## config.mk

```make
export PLATFORM = sky130hd
export DESIGN_NAME = logic_unit_arbiter
export DESIGN_NICKNAME = d
export VERILOG_FILES = /design/src/rtl/logic_unit_arbiter_pkg.sv /design/src/rtl/logic_unit_arbiter_logic_unit.sv /design/src/rtl/logic_unit_arbiter.sv
export SDC_FILE = /design/constraint.sdc
export NUM_CORES = 1
export LEC_CHECK = 0
export CORE_MARGIN = 4
export CORE_UTILIZATION = 46
export CTS_CLUSTER_DIAMETER = 40
export CTS_CLUSTER_SIZE = 24
export DETAILED_ROUTE_END_ITERATION = 8
export GPL_TIMING_DRIVEN = 0
export PLACE_DENSITY = 0.95
export SLEW_MARGIN = 20
export SYNTH_ARGS = -nofsm -noshare
export SYNTH_HDL_FRONTEND = slang
export SYNTH_HIERARCHICAL = 1
export SYNTH_SLANG_ARGS = --single-unit
export TNS_END_PERCENT = 20
```

## constraint.sdc

```tcl
create_clock -name clk -period 11.78 [get_ports clk]
set_clock_uncertainty 0.15 [all_clocks]
set_input_delay 3.534 -clock clk [delete_from_list [all_inputs] [get_ports clk]]
set_output_delay 3.534 -clock clk [all_outputs]
set_load 0.02 [all_outputs]
```

## src/rtl/logic_unit_arbiter_pkg.sv

```systemverilog
//============================================================================
// Module  : logic_unit_arbiter_pkg
// Purpose : Shared definitions for the logic-unit arbiter: opcode encodings,
//           FSM state encodings and a helper for the requester-ID width.
// Ports   : none (package)
// Rev     : 1.0 - initial release
//============================================================================
`default_nettype none

package logic_unit_arbiter_pkg;

   // Opcodes understood by the shared logic unit
   localparam logic [1:0] OP_NAND = 2'b00;
   localparam logic [1:0] OP_NOR  = 2'b01;
   localparam logic [1:0] OP_XNOR = 2'b10;
   localparam logic [1:0] OP_RSVD = 2'b11;

   // Arbiter FSM states
   localparam logic [0:0] S_IDLE = 1'b0;
   localparam logic [0:0] S_RESP = 1'b1;

   // Width of a requester index; never narrower than one bit
   function automatic int id_width(input int n);
      return (n > 1) ? $clog2(n) : 1;
   endfunction

endpackage : logic_unit_arbiter_pkg

`default_nettype wire

```

## src/rtl/logic_unit_arbiter_logic_unit.sv

```systemverilog
//============================================================================
// Module  : logic_unit
// Purpose : Shared combinational W-bit NAND / NOR / XNOR datapath.
//           The reserved opcode yields zero data and raises err.
// Ports   : a, b  in  W   operands
//           op    in  2   opcode
//           y     out W   result
//           err   out 1   reserved opcode seen
// Rev     : 1.0 - initial release
//============================================================================
`default_nettype none

module logic_unit
   import logic_unit_arbiter_pkg::*;
#(
   parameter int W = 8
) (
   input  logic [W-1:0] a,
   input  logic [W-1:0] b,
   input  logic [1:0]   op,
   output logic [W-1:0] y,
   output logic         err
);

   always_comb begin
      y   = '0;
      err = 1'b0;
      case (op)
         OP_NAND: y = ~(a & b);
         OP_NOR:  y = ~(a | b);
         OP_XNOR: y = ~(a ^ b);
         default: err = 1'b1;
      endcase
   end

endmodule : logic_unit

`default_nettype wire

```

## src/rtl/logic_unit_arbiter.sv

```systemverilog
//============================================================================
// Module  : logic_unit_arbiter
// Purpose : Round-robin arbiter sharing one logic unit among NREQ requesters.
//           A winner is accepted in IDLE, its result is registered, and the
//           result is held in RESP until the consumer takes it.
// Ports   : clk        in  1          rising-edge clock
//           rst_n      in  1          asynchronous active-low reset
//           req_valid  in  NREQ       per-requester valid
//           req_ready  out NREQ       one-hot accept (zero when none)
//           req_a/b    in  NREQ*W     operands, requester i at [i*W +: W]
//           req_op     in  NREQ*2     opcodes, requester i at [i*2 +: 2]
//           rsp_valid  out 1          result valid
//           rsp_ready  in  1          consumer accept
//           rsp_data   out W          registered result
//           rsp_id     out ID_W       served requester index
//           rsp_err    out 1          reserved opcode issued
//           ops_done   out CNT_W      completed responses, wrapping
// Rev     : 1.0 - initial release
//============================================================================
`default_nettype none

module logic_unit_arbiter
   import logic_unit_arbiter_pkg::*;
#(
   parameter  int NREQ  = 4,
   parameter  int W     = 8,
   parameter  int CNT_W = 16,
   localparam int ID_W  = id_width(NREQ)
) (
   input  logic              clk,
   input  logic              rst_n,
   input  logic [NREQ-1:0]   req_valid,
   output logic [NREQ-1:0]   req_ready,
   input  logic [NREQ*W-1:0] req_a,
   input  logic [NREQ*W-1:0] req_b,
   input  logic [NREQ*2-1:0] req_op,
   output logic              rsp_valid,
   input  logic              rsp_ready,
   output logic [W-1:0]      rsp_data,
   output logic [ID_W-1:0]   rsp_id,
   output logic              rsp_err,
   output logic [CNT_W-1:0]  ops_done
);

   logic [0:0]      state;
   logic [ID_W-1:0] rr_ptr;

   logic            win_found;
   logic [ID_W-1:0] win_idx;
   logic [ID_W:0]   idx_ext;
   logic [ID_W-1:0] ptr_next;

   logic [W-1:0]    a_sel;
   logic [W-1:0]    b_sel;
   logic [1:0]      op_sel;
   logic [W-1:0]    lu_y;
   logic            lu_err;

   // Round-robin search: first valid requester at or above rr_ptr, wrapping.
   // One extra bit keeps rr_ptr + k from overflowing before the modulo.
   always_comb begin
      win_found = 1'b0;
      win_idx   = '0;
      idx_ext   = '0;
      for (int k = 0; k < NREQ; k++) begin
         idx_ext = {1'b0, rr_ptr} + (ID_W+1)'(k);
         if (idx_ext >= (ID_W+1)'(NREQ))
            idx_ext = idx_ext - (ID_W+1)'(NREQ);
         if (!win_found && req_valid[idx_ext[ID_W-1:0]]) begin
            win_found = 1'b1;
            win_idx   = idx_ext[ID_W-1:0];
         end
      end
   end

   assign ptr_next = (win_idx == ID_W'(NREQ-1)) ? '0 : win_idx + ID_W'(1);

   // Operand mux feeding the shared datapath
   always_comb begin
      a_sel  = '0;
      b_sel  = '0;
      op_sel = '0;
      for (int i = 0; i < NREQ; i++) begin
         if (win_idx == ID_W'(i)) begin
            a_sel  = req_a[i*W +: W];
            b_sel  = req_b[i*W +: W];
            op_sel = req_op[i*2 +: 2];
         end
      end
   end

   logic_unit #(.W(W)) u_logic_unit (
      .a   (a_sel),
      .b   (b_sel),
      .op  (op_sel),
      .y   (lu_y),
      .err (lu_err)
   );

   // Grant is combinational; rst_n gating keeps it low throughout reset
   // even though the FSM already sits in IDLE.
   always_comb begin
      req_ready = '0;
      if (rst_n && (state == S_IDLE) && win_found)
         req_ready[win_idx] = 1'b1;
   end

   // Derived from state so an asynchronous reset drops it immediately
   assign rsp_valid = (state == S_RESP);

   always_ff @(posedge clk or negedge rst_n) begin
      if (!rst_n) begin
         state    <= S_IDLE;
         rr_ptr   <= '0;
         rsp_data <= '0;
         rsp_id   <= '0;
         rsp_err  <= 1'b0;
         ops_done <= '0;
      end else begin
         case (state)
            S_IDLE: begin
               if (win_found) begin
                  rsp_data <= lu_y;
                  rsp_id   <= win_idx;
                  rsp_err  <= lu_err;
                  rr_ptr   <= ptr_next;
                  state    <= S_RESP;
               end
            end
            S_RESP: begin
               if (rsp_ready) begin
                  ops_done <= ops_done + CNT_W'(1);
                  state    <= S_IDLE;
               end
            end
            default: state <= S_IDLE;
         endcase
      end
   end

endmodule : logic_unit_arbiter

`default_nettype wire
```

==> impl_metrics.json <==
{
  "stdcell_count": 469,
  "pre_cts_slack_ns": 1.44,
  "finalHoldViolations": 0,
  "totalPowerFinal_uw": 834,
  "end_kind": "output port",
  "synth-edff-count": 0,
  "r2r_end": "rsp_data[3]",
  "die_w_um": 82.8,
  "worst_skew_pair.late_latency_ns": 0.28,
  "core_area_um2": 5270,
  "reg2reg_slack_ns": 7.99,
  "grt_pass1_vias": 2507,
  "synth_common_cells": "nand2_1, o21ai_0, dfrtp_1, ha_1, inv_1",
  "cts.path.max_buffers": 2,
  "cp_cell_sequence": "clkdlybuf4s50_1 > inv_1 > a221oi_1 > a21oi_1 > nor3_1 > ha_1 > clkbuf_1 > clkbuf_1 > and3_2 > clkdlybuf4s50_1",
  "finalInstanceArea_um2": 3850,
  "ys_seq_area_frac": 0.292,
  "worst_setup_path_start_kind": "primary input",
  "synthDistinctLibCells": 36,
  "cp_max_fo": 10,
  "placed_area_um2": 3760,
  "place_hpwl_um": 5640,
  "ant_nets": 0,
  "gr-total-overflow": 0,
  "dr.pass1.iters": 4,
  "cp_num_buf_inv": 5,
  "grt_usage": 0.194,
  "critPathTopFamily": "buffers and inverters",
  "power.share.clock": 0.100,
  "syn_area_um2": 2570,
  "crit_type": "in2out",
  "drive_gt1_frac": 0.128,
  "clk_pin_slew_ns": 0.06,
  "place_inst": 461,
  "synth_area_per_cell_um2": 9.16,
  "max_stage_delay_ns": 0.62,
  "power_density_nw_per_um2": 217,
  "area_growth_pct": 49.5,
  "crit_required_ns": 8.10,
  "fin_util": 0.731,
  "synth_async_sr_flop_share": 1.00,
  "rr_worst_depth": 16,
  "dr_total_vias": 2440,
  "fp.dieArea_um2": 6860,
  "synth.yosys.warnings": 6,
  "numClockSinks": 30,
  "crit_cells": 10,
  "cts_htree_levels": 2,
  "period_share": 0.881,
  "endpoint": "req_ready[1]",
  "p_seq_frac": 0.197,
  "post_cts_resized": 0,
  "crit_path_start": "req_valid[1]",
  "p_leak_nw": 1.62,
  "drt-wirelength-per-cell_um": 14.3,
  "p_switching_uw": 356,
  "cts_setup_buffers": 0,
  "pin_count": 111,
  "diodes": 0,
  "viasPerCell": 5.20,
  "fmax_mhz": 96.4,
  "yosysTopAreaCell": "dfrtp_1",
  "grt_pass1_wl_um": 11200,
  "layout.nets": 498,
  "p_int_uw": 479,
  "yosysTopAreaCellShare": 0.292,
  "hold_path_class": "reg2reg",
  "switching_share": 0.426,
  "holdBufCountCts": 0,
  "syn_nets": 381,
  "reg2reg_from": "rr_ptr[0]",
  "setup_ws_ns": 1.40,
  "run_status": "finished, final reports clean",
  "numCtsBuffers": 5,
  "start_util": 0.489,
  "power_frac_comb": 0.702,
  "setup_viol": 0,
  "drt_wl_total_um": 6730,
  "drt_iter0_markers": 76,
  "cp_data_arrival_time_ns": 6.69,
  "rsz0062_at_grt": "no",
  "gp_congestion": 0.812,
  "slew_headroom": 0.528,
  "cp_slowest_cell": "clkdlybuf4s50_1",
  "period_needed_ns": 10.38,
  "drc": 0,
  "cts_tree": "yes",
  "die_h_um": 82.8,
  "yosysMostFrequentCell": "nand2_1",
  "fin_tns_setup_ns": 0,
  "cts_root_buf": "clkbuf_8",
  "hold_ws_ns": 0.318,
  "rows": 26,
  "synth_ff_type": "dfrtp_1",
  "max_cap_violations": 0,
  "slew_viol_final": 0,
  "synth_cells": 281,
  "nFillCells": 395,
  "tightestPinTransition_ns": 0.708,
  "antenna_found_initial": 0,
  "ys_top_cells_by_area": "dfrtp_1, ha_1, nand2_1",
  "grt_max_degree": 35,
  "ir_drop_mv": 0.119,
  "port_buffers": 110,
  "synth_seq_cells": 30
}
sequential cells by signal, indices dropped and copies added, names as in the netlist:
signal and cells:
ops_done 16, rsp_data 8, rr_ptr 2, rsp_id 2, rsp_err 1, rsp_valid 1
power by group through the flow:
stage          logic, mW  registers (mW)  clock network (mW)
3_3_place_gp       0.564           0.164                   0
4_1_cts            0.589           0.165              0.0864
2_1_floorplan      0.384           0.196                   0
5_1_grt            0.647           0.170              0.0915
3_5_place_dp       0.588           0.166                   0
6_report           0.586           0.165              0.0836
worst reg2reg max path: stages (launching register included):
cell and delay [ns]:
dfrtp_1 0.35, inv_1 0.09, a221oi_1 0.28, a21oi_1 0.13
nor3_1 0.37, ha_1 0.21, clkbuf_1 0.31, clkbuf_1 0.35
nand2_1 0.08, o21ai_0 0.12, mux2i_1 0.10, o21ai_0 0.29
inv_1 0.10, ha_1 0.30, mux2_4 0.26, o2bb2ai_2 0.13
mux2_4 0.14
worst min-delay path by stage:
stage                            start  cells past startpoint  slack, ns            to
after floorplan              rr_ptr[0]                      1       0.34     rr_ptr[0]
after global placement    ops_done[15]                      1       0.31  ops_done[15]
after detailed placement  ops_done[15]                      1       0.32  ops_done[15]
after CTS                 ops_done[15]                      1       0.32  ops_done[15]
after global routing      ops_done[11]                      1       0.38  ops_done[11]
final                     ops_done[15]                      1       0.32  ops_done[15]
per-layer routing:
layer / vias up / global-route usage / wire length [µm]
met1: 1128 / 0.215 / 2730
met4: 0 / 0.0594 / 106
met3: 11 / 0.0535 / 510
met2: 98 / 0.358 / 3380
li1: 1203 / - / -
met5: - / 0 / 0
cell usage in the layout (no fill, tap or decap):
master and count:
buf_6 3, and3_2 4, nor4_4 1, a21oi_1 3, buf_2 3, nor2_1 1
buf_1 3, clkbuf_1 8, nor2_4 1, o22a_2 1, a2bb2oi_1 1, mux2i_1 16
clkbuf_8 6, a22oi_1 1, ha_1 21, buf_4 2, o21ai_0 33, nor3_1 3
clkdlybuf4s50_1 109, dfrtp_1 30, mux2_2 7, and4_1 3, o31ai_1 3, xnor2_1 13
and3_1 2, nand4_1 6, inv_1 20, or2b_1 1, nor2b_1 4, nand2_1 54
nor2b_2 1, mux2_4 13, clkinv_2 1, nand3_1 4, or3_1 1, and2_1 2
o2bb2ai_2 8, xor2_1 2, a221oi_1 4
final cells by class:
cell class	count	area (µm²)	share of cell area
well taps	70	87.6	0.0227
repair buffers	110	1100	0.285
flip-flops and latches	30	751	0.195
inverters	20	75.1	0.0195
multi-input cells	214	1650	0.429
clock buffers	7	86.3	0.0224
plain buffers	17	96.3	0.0250
clock inverters	1	5.00	0.00130
logic make-up after synthesis:
logic type	count (synthesis)	share of synthesized area
AOI/OAI and AO/OA	54	0.149
buffers and inverters	37	0.0666
adders and majority gates	21	0.102
DFF	30	0.292
muxes	36	0.169
and+or+nand+nor	88	0.171
xor gates and xnor gates	15	0.0510
No activity file was read; power rests on OpenSTA's default activity.
